$ cat src/rtl/wb_pkg.sv
// Shared types and helpers for the write-back stage.
// Latency: n/a (package only).
// Backpressure: n/a (package only).
//   ldsize_e   : load width selector (byte / half / word / full datapath)
//   size_bytes : number of bytes a load of a given size occupies
package wb_pkg;

    typedef enum logic [1:0] {
        LD_B = 2'd0,
        LD_H = 2'd1,
        LD_W = 2'd2,
        LD_D = 2'd3
    } ldsize_e;

    // LD_W on a 32-bit build is already the full datapath, so it and LD_D
    // both come out as 4 bytes there.
    function automatic int unsigned size_bytes(input ldsize_e sz, input int unsigned data_w);
        int unsigned n;
        case (sz)
            LD_B:    n = 1;
            LD_H:    n = 2;
            LD_W:    n = 4;
            default: n = data_w / 8;
        endcase
        return n;
    endfunction

endpackage

$ cat src/rtl/stage5_wb_buf_if.sv
// MEM->WB handshake bus plus the register-file write port.
// Latency: n/a (signal bundle).
// Backpressure: in_valid/in_ready on the MEM side, rf_ready on the register-file side.
//   master : MEM stage + register file (drives in_*, rf_ready; sees in_ready, rf_*)
//   slave  : write-back buffer
interface stage5_wb_buf_if #(
    parameter int DATA_W = 32,
    parameter int REG_AW = 5,
    parameter int OFF_W  = $clog2(DATA_W / 8)
);
    logic              in_valid;
    logic              in_ready;
    logic              in_regwrite;
    logic              in_memtoreg;
    logic [1:0]        in_ldsize;
    logic              in_ldsign;
    logic [OFF_W-1:0]  in_addr_lo;
    logic [DATA_W-1:0] in_rdata;
    logic [DATA_W-1:0] in_alurslt;
    logic [REG_AW-1:0] in_wrreg;

    logic              rf_ready;
    logic              rf_we;
    logic [REG_AW-1:0] rf_waddr;
    logic [DATA_W-1:0] rf_wdata;

    modport master (
        output in_valid, in_regwrite, in_memtoreg, in_ldsize, in_ldsign,
               in_addr_lo, in_rdata, in_alurslt, in_wrreg, rf_ready,
        input  in_ready, rf_we, rf_waddr, rf_wdata
    );

    modport slave (
        input  in_valid, in_regwrite, in_memtoreg, in_ldsize, in_ldsign,
               in_addr_lo, in_rdata, in_alurslt, in_wrreg, rf_ready,
        output in_ready, rf_we, rf_waddr, rf_wdata
    );
endinterface

$ cat src/rtl/wb_load_align.sv
// Extracts the addressed byte/half/word/full field from a memory word and extends it.
// Latency: combinational.
// Backpressure: none (pure function of its inputs).
//   rdata, addr_lo, ldsize, ldsign -> aligned (extended load value), misaligned
module wb_load_align
    import wb_pkg::*;
#(
    parameter  int DATA_W = 32,
    localparam int OFF_W  = $clog2(DATA_W / 8)
) (
    input  logic [DATA_W-1:0] rdata,
    input  logic [OFF_W-1:0]  addr_lo,
    input  ldsize_e           ldsize,
    input  logic              ldsign,
    output logic [DATA_W-1:0] aligned,
    output logic              misaligned
);

    logic [DATA_W-1:0] shifted;
    logic [DATA_W-1:0] keep_mask;
    logic              sign_bit;

    always_comb begin
        // Bring the addressed field down to bit 0, then keep only its width.
        shifted = rdata >> {addr_lo, 3'b000};

        case (ldsize)
            LD_B: begin
                keep_mask = DATA_W'(8'hFF);
                sign_bit  = shifted[7];
            end
            LD_H: begin
                keep_mask = DATA_W'(16'hFFFF);
                sign_bit  = shifted[15];
            end
            LD_W: begin
                keep_mask = DATA_W'(32'hFFFF_FFFF);
                sign_bit  = shifted[31];
            end
            default: begin
                keep_mask = '1;
                sign_bit  = shifted[DATA_W-1];
            end
        endcase

        aligned = shifted & keep_mask;
        if (ldsign && sign_bit) begin
            aligned = aligned | ~keep_mask;
        end

        // Sizes are powers of two, so "offset not a multiple of size" is a low-bit test.
        misaligned = (addr_lo & OFF_W'(size_bytes(ldsize, DATA_W) - 1)) != '0;
    end

endmodule

$ cat src/rtl/stage5_wb_buf.sv
// Write-back stage: one-entry result buffer feeding the register-file write port.
// Latency: an instruction accepted on edge N drives rf_we/rf_wdata during cycle N+1.
// Backpressure: in_ready = !full || retire; a pending write stalls while rf_ready is low.
//   bus          : MEM-side handshake and register-file write port (slave modport)
//   fwd_*        : forwarding tap, mirrors the register-file write
//   wb_regdata/wb_regwrite : diagnostic copies of rf_wdata/rf_we
//   retire_count : retired instructions (wraps), misalign_err : sticky misaligned-load flag
module stage5_wb_buf
    import wb_pkg::*;
#(
    parameter int DATA_W = 32,
    parameter int REG_AW = 5,
    parameter int CNT_W  = 32
) (
    input  logic              clk,
    input  logic              rst_n,
    stage5_wb_buf_if.slave    bus,
    output logic              fwd_valid,
    output logic [REG_AW-1:0] fwd_reg,
    output logic [DATA_W-1:0] fwd_data,
    output logic [DATA_W-1:0] wb_regdata,
    output logic              wb_regwrite,
    output logic [CNT_W-1:0]  retire_count,
    output logic              misalign_err
);

    typedef struct packed {
        logic              regwrite;
        logic [REG_AW-1:0] wrreg;
        logic              misalign;
    } meta_t;

    logic              full;
    meta_t             meta_q;
    meta_t             meta_d;
    logic [DATA_W-1:0] data_q;
    logic [DATA_W-1:0] data_d;
    logic [DATA_W-1:0] ld_data;
    logic              ld_misaligned;
    logic              rf_we_i;
    logic              retire;
    logic              accept;

    wb_load_align #(
        .DATA_W (DATA_W)
    ) u_align (
        .rdata      (bus.in_rdata),
        .addr_lo    (bus.in_addr_lo),
        .ldsize     (ldsize_e'(bus.in_ldsize)),
        .ldsign     (bus.in_ldsign),
        .aligned    (ld_data),
        .misaligned (ld_misaligned)
    );

    // Entries that will not write (no regwrite, r0, misaligned) leave without
    // waiting on the register file, so only a real write can stall the stage.
    assign rf_we_i      = full && meta_q.regwrite && (meta_q.wrreg != '0) && !meta_q.misalign;
    assign retire       = full && (bus.rf_ready || !rf_we_i);
    assign bus.in_ready = !full || retire;
    assign accept       = bus.in_valid && bus.in_ready;

    always_comb begin
        meta_d          = '0;
        meta_d.regwrite = bus.in_regwrite;
        meta_d.wrreg    = bus.in_wrreg;
        meta_d.misalign = bus.in_memtoreg && ld_misaligned;
        data_d          = bus.in_memtoreg ? ld_data : bus.in_alurslt;
    end

    always_ff @(posedge clk or negedge rst_n) begin
        if (!rst_n) begin
            full         <= 1'b0;
            meta_q       <= '0;
            data_q       <= '0;
            retire_count <= '0;
            misalign_err <= 1'b0;
        end else begin
            // Accept has priority: a same-cycle retire+accept simply reloads.
            if (accept) begin
                full   <= 1'b1;
                meta_q <= meta_d;
                data_q <= data_d;
            end else if (retire) begin
                full <= 1'b0;
            end
            if (retire) begin
                retire_count <= retire_count + CNT_W'(1);
            end
            if (accept && meta_d.misalign) begin
                misalign_err <= 1'b1;
            end
        end
    end

    assign bus.rf_we    = rf_we_i;
    assign bus.rf_waddr = meta_q.wrreg;
    assign bus.rf_wdata = data_q;
    assign fwd_valid    = rf_we_i;
    assign fwd_reg      = meta_q.wrreg;
    assign fwd_data     = data_q;
    assign wb_regdata   = data_q;
    assign wb_regwrite  = rf_we_i;

endmodule
$ cat src/flat_wrapper.sv
// flat-port wrapper written by rule: the top's interface ports become plain ports
module stage5_wb_buf_flat import wb_pkg::*;
#(
    parameter int DATA_W = 32,
    parameter int REG_AW = 5,
    parameter int CNT_W  = 32
)
  (clk, rst_n, fwd_valid, fwd_reg, fwd_data, wb_regdata, wb_regwrite, retire_count, misalign_err, bus_in_valid, bus_in_regwrite, bus_in_memtoreg, bus_in_ldsize, bus_in_ldsign, bus_in_addr_lo, bus_in_rdata, bus_in_alurslt, bus_in_wrreg, bus_rf_ready, bus_in_ready, bus_rf_we, bus_rf_waddr, bus_rf_wdata);
  stage5_wb_buf_if #(.DATA_W(DATA_W), .REG_AW(REG_AW)) bus_i ();
  input  logic clk;
  input  logic rst_n;
  output logic fwd_valid;
  output logic [REG_AW-1:0] fwd_reg;
  output logic [DATA_W-1:0] fwd_data;
  output logic [DATA_W-1:0] wb_regdata;
  output logic wb_regwrite;
  output logic [CNT_W-1:0] retire_count;
  output logic misalign_err;
  input wire logic [$bits(bus_i.in_valid)-1:0] bus_in_valid;
  input wire logic [$bits(bus_i.in_regwrite)-1:0] bus_in_regwrite;
  input wire logic [$bits(bus_i.in_memtoreg)-1:0] bus_in_memtoreg;
  input wire logic [$bits(bus_i.in_ldsize)-1:0] bus_in_ldsize;
  input wire logic [$bits(bus_i.in_ldsign)-1:0] bus_in_ldsign;
  input wire logic [$bits(bus_i.in_addr_lo)-1:0] bus_in_addr_lo;
  input wire logic [$bits(bus_i.in_rdata)-1:0] bus_in_rdata;
  input wire logic [$bits(bus_i.in_alurslt)-1:0] bus_in_alurslt;
  input wire logic [$bits(bus_i.in_wrreg)-1:0] bus_in_wrreg;
  input wire logic [$bits(bus_i.rf_ready)-1:0] bus_rf_ready;
  output wire logic [$bits(bus_i.in_ready)-1:0] bus_in_ready;
  output wire logic [$bits(bus_i.rf_we)-1:0] bus_rf_we;
  output wire logic [$bits(bus_i.rf_waddr)-1:0] bus_rf_waddr;
  output wire logic [$bits(bus_i.rf_wdata)-1:0] bus_rf_wdata;
  assign bus_i.in_valid = bus_in_valid;
  assign bus_i.in_regwrite = bus_in_regwrite;
  assign bus_i.in_memtoreg = bus_in_memtoreg;
  assign bus_i.in_ldsize = bus_in_ldsize;
  assign bus_i.in_ldsign = bus_in_ldsign;
  assign bus_i.in_addr_lo = bus_in_addr_lo;
  assign bus_i.in_rdata = bus_in_rdata;
  assign bus_i.in_alurslt = bus_in_alurslt;
  assign bus_i.in_wrreg = bus_in_wrreg;
  assign bus_i.rf_ready = bus_rf_ready;
  assign bus_in_ready = bus_i.in_ready;
  assign bus_rf_we = bus_i.rf_we;
  assign bus_rf_waddr = bus_i.rf_waddr;
  assign bus_rf_wdata = bus_i.rf_wdata;
  stage5_wb_buf #(.DATA_W(DATA_W), .REG_AW(REG_AW), .CNT_W(CNT_W)) u_core (.clk(clk), .rst_n(rst_n), .bus(bus_i), .fwd_valid(fwd_valid), .fwd_reg(fwd_reg), .fwd_data(fwd_data), .wb_regdata(wb_regdata), .wb_regwrite(wb_regwrite), .retire_count(retire_count), .misalign_err(misalign_err));
endmodule
$ cat config.mk
export PLATFORM = sky130hd
export DESIGN_NAME = stage5_wb_buf_flat
export DESIGN_NICKNAME = d
export VERILOG_FILES = /design/src/rtl/wb_pkg.sv /design/src/rtl/stage5_wb_buf_if.sv /design/src/rtl/wb_load_align.sv /design/src/rtl/stage5_wb_buf.sv /design/src/flat_wrapper.sv
export SDC_FILE = /design/constraint.sdc
export NUM_CORES = 1
export LEC_CHECK = 0
export BUFFER_PORTS_ARGS = -buffer_cell sky130_fd_sc_hd__buf_2
export CAP_MARGIN = 20
export CORE_MARGIN = 2
export CORE_UTILIZATION = 30
export CTS_CLUSTER_DIAMETER = 200
export DETAILED_ROUTE_END_ITERATION = 8
export GPL_TIMING_DRIVEN = 0
export PLACE_DENSITY = 0.68
export SYNTH_ARGS = -nofsm -noshare
export SYNTH_HDL_FRONTEND = slang
export SYNTH_SLANG_ARGS = --single-unit
$ cat constraint.sdc
create_clock -name clk -period 1.83 [get_ports clk]
set_clock_uncertainty 0.05 [all_clocks]
set_input_delay 0 -clock clk [delete_from_list [all_inputs] [get_ports clk]]
set_output_delay 0 -clock clk [all_outputs]
set_load 0.02 [all_outputs]
After elaboration in Yosys (flattened, before gate mapping) --
Index checks and enable logic that the tools add are counted.
Storage, ports and cells: ROM bits 0, bits in latches 0, logic and storage cells 39, bits in registers 73, RAM bits 0, memories 0
Operators by class: mux-type cells 7, bitwise gates (word level) 4, add/subtract/negate cells 2, div/mod/pow operators 0, magnitude comparators 0, reductions and logical operators 17, multipliers 0, shift operators 1, equal/unequal tests 1
Operators with widths (count):
- $mux W32 | 2
- $pmux W32 S2 | 1
- $add A32 B1 Y32 const B | 1
- $and A32 B32 Y32 | 1
- $not A32 Y32 | 1
- $or A32 B32 Y32 | 1
- $shr A32 B5 Y32 | 1
- $logic_and A1 B1 Y1 | 8
- $reduce_bool A5 Y1 | 1
- $pmux W2 S2 | 1
- $reduce_bool A2 Y1 | 2
- $logic_not A1 Y1 | 3
- $and A2 B2 Y2 | 1
- $eq A2 B1 Y1 const B | 1
- $logic_not A2 Y1 | 1
- $logic_or A1 B1 Y1 | 2
- $mux W1 | 2
- $pmux W1 S2 | 1
- $sub A2 B1 Y2 const B | 1

Depth between registers and ports, before layout --
Gate-level depths: netlist (run 1).
depth in word-level cells 9, mapped depth 9

By module --
A second synthesis (run 1) with hierarchy kept.
Unflattened totals: cell total of the unflattened synthesis 505, area, all modules 4853.4 um^2
By module, submodules not included:
- stage5_wb_buf | cells each 382, times used 1, area an instance 3995.1 um^2
- wb_load_align | cells each 123, times used 1, area an instance 858.3 um^2

Worst setup path after synthesis (run 1) --
OpenSTA, ideal clock, no wires.
path kind input -> register, start point input port bus_in_ldsize[0], end point register u_core.data_q[21] (netlist: u_core.bus.rf_wdata[21]), buffers on the path 2, arrival 1.787 ns, stages 9, library setup time 0.077 ns, path slack -0.084 ns, cells stage by stage or2_2 clkbuf_1 ha_1 nand2b_1 o41ai_1 a21o_1 buf_2 o22ai_1 o21ai_1
On the way: cells in the longest elaborated chain, start to end 6, elaborated cells on any way between the ends 10, classes of those cells eq/ne: 1; mux: 4; bitwise: 3; reduce/logical: 2
RTL lines:
- from (decl) | RTL line flat_wrapper.sv:22 | input wire logic [$bits(bus_i.in_ldsize)-1:0] bus_in_ldsize;
- $eq A2 B1 Y1 or $logic_not A2 Y1 (tied branches) | RTL line wb_load_align.sv:27 | case (ldsize)
- $pmux W32 S2 | RTL line wb_load_align.sv:27
- $and A32 B32 Y32 or $not A32 Y32 (tied branches) | RTL line wb_load_align.sv:46, wb_load_align.sv:48
- $or A32 B32 Y32 | RTL line wb_load_align.sv:48 | aligned = aligned | ~keep_mask;
- $mux W32 (*) | RTL line wb_load_align.sv:47 | if (ldsign && sign_bit) begin
- $mux W32 (*) | RTL line stage5_wb_buf.sv:67 | data_d = bus.in_memtoreg ? ld_data : bus.in_alurslt;
- to (signal assigned) | RTL line stage5_wb_buf.sv:82 | data_q <= data_d;
- to (decl) | RTL line stage5_wb_buf.sv:36 | logic [DATA_W-1:0] data_q;
Mark *: on every way between the ends. The rest lies on a longest branch, timed or not. A chain may end at the register's enable or synchronous reset.

Worst setup path after layout (run 1) --
start point register u_core.meta_q, in the netlist u_core.bus.rf_waddr[2], end point register u_core.meta_q[0] in the netlist's numbering
On the way: cells in the longest elaborated chain, start to end 8
RTL lines:
- from (decl) | RTL line stage5_wb_buf.sv:34 | meta_t meta_q;
- from (signal assigned) | RTL line stage5_wb_buf.sv:81 | meta_q <= meta_d;
- $reduce_bool A5 Y1 | RTL line stage5_wb_buf.sv:57 | assign rf_we_i = full && meta_q.regwrite && (meta_q.wrreg != '0) && !meta_q.misalign;
- $logic_and A1 B1 Y1 (2 in a row) | RTL line stage5_wb_buf.sv:57
- $logic_not A1 Y1 | RTL line stage5_wb_buf.sv:58 | assign retire = full && (bus.rf_ready || !rf_we_i);
- $logic_or A1 B1 Y1 | RTL line stage5_wb_buf.sv:58
- $logic_and A1 B1 Y1 | RTL line stage5_wb_buf.sv:58
- $logic_or A1 B1 Y1 | RTL line stage5_wb_buf.sv:59 | assign bus.in_ready = !full || retire;
- $logic_and A1 B1 Y1 | RTL line stage5_wb_buf.sv:60 | assign accept = bus.in_valid && bus.in_ready;
Every way passes these cells.

==> results of run 1 <==
[flip-flops by register name (all words and copies together) (netlist names)]
name	flops
u_core.bus.rf_waddr	5
u_core.bus.rf_wdata	32
u_core.full	1
u_core.meta_q	2
u_core.misalign_err	1
u_core.retire_count	32
[placed cells by master, fill, tap and decap left out, types with 9 or more instances in the layout]
cell type,count
nor2_1,13
dlygate4sd3_1,44
buf_4,84
xnor2_1,24
o21ai_1,42
nand4_1,11
nand2_1,45
buf_2,219
mux2i_1,24
o21ai_0,9
dfrtp_1,73
nand2_2,21
a21oi_1,14
buf_6,16
clkbuf_16,11
[worst reg2reg max path: stages (launching register included)]
cell      delay [ns]
dfrtp_1         0.38
or4_4           0.58
o21a_4          0.25
a21boi_4        0.22
buf_4           0.15
buf_6           0.08
nand3_2         0.08
o21ai_1         0.11
[power by group]
part | switching [W] | leakage (nW) | internal [W]
Combinational | 0.00123 | 2.63 | 0.00108
Clock | 0.000744 | 0.163 | 0.00124
Sequential | 0.000261 | 0.934 | 0.00181
Total | 0.00224 | 3.73 | 0.00412
[layout make-up]
class,count,area [sq um]
clock inverters,6,87.6
clock buffers,10,239
well taps,184,230
fillers,1359,7210
repair buffers,289,1900
inverters,5,18.8
multi-input cells,313,2230
flip-flops and latches,73,1830
plain buffers,97,738
[repair_timing]
| action | 4_1_cts | 5_1_grt |
|---|---|---|
| buffers inserted | 11 | 7 |
| gates cloned | 5 | 3 |
| endpoints found under the setup margin | 70 | 74 |
| hold buffers | 44 | 0 |
| hold endpoints to repair | 112 | 0 |
| pin swaps | 33 | 25 |
| gates resized for setup | 70 | 60 |
[layer usage]
| layer | wire length, microns | up-vias | part of all wire | global-route usage |
|---|---|---|---|---|
| met2 | 7680 | 189 | 0.50 | 0.328 |
| met1 | 6450 | 2169 | 0.42 | 0.242 |
| met3 | 992 | 20 | 0.064 | 0.0402 |
| met5 | 0 | - | 0 | 0 |
| met4 | 303 | 0 | 0.020 | 0.0614 |
| li1 | - | 2209 | - | - |
[kinds of logic (layout without fill, tap and decap cells)]
family / count (synthesis) / after routing
simple gates: 145 / 146
mux: 26 / 26
xor+xnor: 32 / 32
fa+ha+maj: 2 / 2
flops: 73 / 73
compound gates: 106 / 107
buf+inv: 106 / 407
[final timing paths]
path	to	depth (start not counted)
worst max register to register	u_core.meta_q[0]	7
min in group asynchronous	u_core.bus.rf_wdata[21]	2
worst min register to register	u_core.retire_count[31]	1
max in group asynchronous	u_core.retire_count[10]	3
worst max-delay path	u_core.meta_q[0]	7
worst min-delay path	u_core.bus.rf_wdata[24]	3
[stage by stage]
stage               setup TNS, ns   util
floorplan                  -0.326      -
global placement           -19.73  0.399
detailed placement         -20.12  0.401
CTS                         -4.74  0.479
global route                -9.54  0.502
finish                      -4.63  0.502
==> flow_metrics.py, run 1 <==
metrics = {
    "die": {
        "initial_core_utilization": 0.305,
        "core-area_sq_um": 14500,
        "dieArea_sq_um": 15700,
        "io_count": 223,
        "chipHeight_microns": 125,
        "fp.dieW_microns": 125,
        "placementRows": 44,
    },
    "synth": {
        "yosys.area_share.xor_xnor": 0.0635,
        "synth.avg_cell_area_sq_um": 9.01,
        "main_combinational_cell_family_by_area_after_synthesis": "buffers and inverters",
        "syn_area_sq_um": 4420,
        "synth_top_flop_cell": "dfrtp_1",
        "synth_largest_area_cell": "dfrtp_1",
        "synth_most_common_cell": "buf_4",
        "synth_compound_area_frac": 0.144,
        "synth_edf_count": 0,
        "synth_top_area_share": 0.414,
        "synth_simple_gate_area_frac": 0.155,
        "fraction_of_the_mapped_netlist_area_in_adder_cells": 0.00567,
        "yosys_warn_count": 0,
        "synthTopCellsByArea": "dfrtp_1 41%, buf_4 13%, nand2_1 6.0%",
        "synth_commonest_cells": "79 x buf_4, 73 x dfrtp_1, 71 x nand2_1, 42 x o21ai_1, 25 x xnor2_1",
        "async_flop_share": 1.00,
        "muxShareOfSynthArea": 0.0595,
        "netlist-cell-type-count": 45,
        "synth.yosys.seq_area_share": 0.414,
        "syn-num-nets": 572,
        "synth-seq-cells": 73,
        "syn-instance-count": 490,
    },
    "pwr": {
        "power_w": 0.00636,
        "worst_ir_drop_vdd_uv": 429,
        "p_leak_nw": 3.73,
        "pwr_density_cell_nw_per_um2": 875,
    },
    "timing": {
        "rsz_0062_raised_after_global_routing": "true",
        "setup_ws_ns": -0.141,
        "tightestPinTransition_ns": 0.754,
        "slew_headroom": 0.497,
        "timing.final.crit_share": 1.08,
        "final.min_clock_period_ns": 1.97,
        "count_of_final_setup_violators": 61,
        "final_count_of_pins_violating_max_slew": 0,
        "endpoints_failing_hold": 0,
        "fin_hold_ws_ns": 0.0235,
        "clock.fmax_ghz": 0.507,
    },
    "layout": {
        "finalInstanceArea_sq_um": 7270,
        "post_layout_nonfiller_instances": 977,
        "antenna-diode-count": 0,
        "drive_gt1_frac": 0.530,
        "area_delta_synth_final_pct": 64.6,
        "finalNetCount": 870,
    },
    "critical_path": {
        "critical_path_cell_with_the_highest_stage_delay": "or4_4",
        "crit_arrival_ns": 2.18,
        "path_max_fanout": 4,
        "crit_path_max_incr_delay_ns": 0.58,
        "worst_setup_path_start_kind": "flip-flop",
        "worstReg2RegStart": "u_core.bus.rf_waddr[2]",
        "critPathRequiredTime_ns": 2.04,
        "setup.reg_to_reg.worst_slack_ns": -0.14,
        "cpLargestDelayFamily": "simple AND/OR/NAND/NOR gates",
        "worst-setup-path-type": "reg -> reg",
        "worst_setup_path_startpoint": "u_core.bus.rf_waddr[2]",
        "path_buf_inv": 2,
        "worst_setup_path_end_kind": "flip-flop",
        "crit_path_cell_trace": "or4_4, o21a_4, a21boi_4, buf_4, buf_6, nand3_2, o21ai_1",
    },
    "hold_path": {
        "min-delay-start": "bus_in_rdata[24]",
        "min_path_type": "in -> reg",
    },
    "global_routing": {
        "grt_use_total": 0.191,
        "grt_antenna_before_repair": 0,
        "overflow": 0,
        "first_pass_grt_wire_length_microns": 23900,
        "first_global_vias": 4523,
        "grt_start_max_net_pins": 54,
    },
    "run": {
        "cap_viol_max_count": 0,
    },
    "run_status": {
        "status": "finished with violations",
        "failed_checks": "negative setup slack",
    },
    "routing": {
        "drc_errors": 0,
        "drt-vias-per-instance": 4.69,
        "route.antenna.remaining_nets": 0,
        "via_count": 4587,
        "detail_route.iter0.violations": 236,
        "detail_route.wl_per_cell_microns": 15.8,
        "dr.pass1.iters": 4,
        "drt-total-wl_microns": 15400,
    },
    "placement": {
        "place_area_sq_um": 5800,
        "port_buffers": 220,
        "dp_hpwl_microns": 10800,
        "dpl.cell_count": 895,
        "gpl.final_weighted_congestion": 0.882,
        "preCtsSetupSlack_ns": -0.680,
    },
    "clock_network": {
        "clkLatencyLatePin_ns": 0.34,
        "number_of_buffers_created_by_cts": 9,
        "clk_pin_slew_ns": 0.06,
        "root_driver": "clkbuf_16",
        "cts.sinks": 73,
        "ctsHtreeMaxLevel": 3,
        "cts-root-to-sink-buffers": 2,
        "tritoncts": "built",
    },
}
(Power assumes the default switching activity.)
==> run 2, diff against run 1 <==
--- a/config.mk
+++ b/config.mk
@@ -13,6 +13,7 @@
 export DETAILED_ROUTE_END_ITERATION = 8
 export GPL_TIMING_DRIVEN = 0
 export PLACE_DENSITY = 0.68
+export SKIP_CTS_REPAIR_TIMING = 1
 export SYNTH_ARGS = -nofsm -noshare
 export SYNTH_HDL_FRONTEND = slang
 export SYNTH_SLANG_ARGS = --single-unit
==> flow_metrics.py, run 2 (synthesized netlist as in run 1, its figures left out) <==
metrics = {
    "run_status": {
        "status": "finished with violations",
        "failed_checks": "negative hold slack, negative setup slack",
    },
    "layout": {
        "final_core_utilization": 0.481,
        "drive_gt1_frac": 0.488,
        "multi_input_area_sq_um": 2070,
        "final_common_cell": "buf_2",
        "nFillCells": 1377,
        "most-common-layout-cells": "220 x buf_2, 83 x buf_4, 73 x dfrtp_1, 58 x nand2_1, 42 x dlygate4sd3_1",
        "seqCellArea_sq_um": 1830,
        "area_delta_synth_final_pct": 57.7,
        "post_layout_nonfiller_instances": 965,
        "antenna-diode-count": 0,
        "finalNetCount": 858,
    },
    "critical_path": {
        "critical_path_cell_with_the_highest_stage_delay": "or4_4",
        "crit_arrival_ns": 2.21,
        "worst_setup_path_start_kind": "flip-flop",
        "worst-setup-path-type": "reg -> reg",
        "critPathRequiredTime_ns": 2.00,
        "path_max_fanout": 6,
        "worst_setup_path_end_kind": "flip-flop",
        "crit_path_max_incr_delay_ns": 0.58,
        "crit_path_cell_trace": "or4_4, o21ai_4, buf_4, nand2_1, mux2_1",
    },
    "placement": {
        "dp_hpwl_microns": 10800,
        "dpl.cell_count": 895,
        "port_buffers": 220,
        "gpl.final_weighted_congestion": 0.882,
    },
    "die": {
        "fp.dieW_microns": 125,
        "initial_core_utilization": 0.305,
        "core-area_sq_um": 14500,
        "dieArea_sq_um": 15700,
        "chipHeight_microns": 125,
        "placementRows": 44,
        "io_count": 223,
    },
    "pwr": {
        "pwr_density_cell_nw_per_um2": 892,
        "power_w": 0.00621,
        "worst_ir_drop_vdd_uv": 422,
        "p_leak_nw": 3.57,
    },
    "routing": {
        "dr.pass1.iters": 4,
        "route.antenna.remaining_nets": 0,
        "drc_errors": 0,
        "drt-vias-per-instance": 4.70,
        "detail_route.iter0.violations": 194,
        "detail_route.wl_per_cell_microns": 15.3,
        "drt-total-wl_microns": 14800,
        "via_count": 4532,
    },
    "timing": {
        "tightestPinTransition_ns": 0.726,
        "final_count_of_pins_violating_max_slew": 0,
        "timing.final.crit_share": 1.11,
        "fin_hold_ws_ns": -0.0194,
        "count_of_final_setup_violators": 72,
        "setup_ws_ns": -0.209,
        "final.min_clock_period_ns": 2.04,
        "rsz_0062_raised_after_global_routing": "true",
        "slew_headroom": 0.516,
        "clock.fmax_ghz": 0.490,
        "endpoints_failing_hold": 1,
    },
    "clock_network": {
        "cts-root-to-sink-buffers": 2,
        "number_of_buffers_created_by_cts": 9,
        "cts.sinks": 73,
        "root_driver": "clkbuf_16",
        "ctsHtreeMaxLevel": 3,
        "clkLatencyLatePin_ns": 0.34,
        "tritoncts": "built",
        "clk_pin_slew_ns": 0.06,
    },
    "global_routing": {
        "first_pass_grt_wire_length_microns": 21800,
        "first_global_vias": 4041,
        "overflow": 0,
        "grt_use_total": 0.175,
        "grt_start_max_net_pins": 54,
        "grt_antenna_before_repair": 0,
    },
    "hold_path": {
        "min_path_type": "in -> reg",
    },
    "run": {
        "cap_viol_max_count": 0,
    },
}
## run 2: cell types whose count changed in the layout (fill, tap and decap cells not counted), moves of 3 or more
cell / before / now
buf_6: 16 / 12
buf_8: 7 / 4
nand2_1: 45 / 58
nand2_2: 21 / 12
nand2_4: 5 / 1
nand3_1: 3 / 7
nand3_2: 7 / 2
nor2_1: 13 / 17
## run 2: area by class of cell
cell class | count | share of cell area
timing repair buffer | 278 | 0.253
inverter | 5 | 0.00270
tap | 184 | 0.0331
sequential | 73 | 0.262
multi-input combinational | 311 | 0.297
clock buffer | 10 | 0.0343
clock inverter | 6 | 0.0126
buffer | 98 | 0.105
## run 2: metal layers
| metal | track usage | up-vias | routed length, microns |
|---|---|---|---|
| met2 | 0.292 | 168 | 7360 |
| met1 | 0.228 | 2161 | 6280 |
| met3 | 0.0394 | 25 | 807 |
| met4 | 0.0510 | 0 | 333 |
| li1 | - | 2178 | - |
| met5 | 0 | - | 0 |
## run 2: final timing paths
kind,start,endpoint,slack (ns),cells past startpoint
max in group asynchronous,rst_n,u_core.bus.rf_waddr[4],1.11,3
worst max register to register,u_core.bus.rf_waddr[2],u_core.retire_count[1],-0.21,5
worst min register to register,u_core.retire_count[31],u_core.retire_count[31],0.42,1
min in group asynchronous,rst_n,u_core.bus.rf_wdata[21],0.05,2
worst min-delay path,bus_in_rdata[28],u_core.bus.rf_wdata[28],-0.02,3
worst max-delay path,u_core.bus.rf_waddr[2],u_core.retire_count[1],-0.21,5
## run 2: where the power goes
| part | switching [W] | leakage (nW) | internal [W] |
|---|---|---|---|
| clock | 0.000725 | 0.163 | 0.00124 |
| sequential | 0.000246 | 0.934 | 0.00181 |
| combinational | 0.00119 | 2.48 | 0.00100 |
| total | 0.00216 | 3.57 | 0.00405 |
## run 2: worst max-delay path: cells and delay by family, from the launching register on
kind	cells	cell delay, ns
mux	1	0.34
simple gates	2	0.66
flops	1	0.39
buf+inv	1	0.17
compound gates	1	0.31
## run 2: stage by stage
| step | setup WS (ns) | hold WS [ns] | TNS, ns | area, sq um |
|---|---|---|---|---|
| after floorplan | -0.0512 | -0.346 | -0.326 | 4440 |
| after global placement | -0.681 | 0.144 | -19.73 | 5770 |
| after detailed placement | -0.680 | -0.134 | -20.12 | 5800 |
| after CTS | -0.496 | -0.498 | -19.60 | 6130 |
| after global routing | -0.272 | 0.00121 | -14.05 | 6960 |
| final | -0.209 | -0.0194 | -9.31 | 6960 |
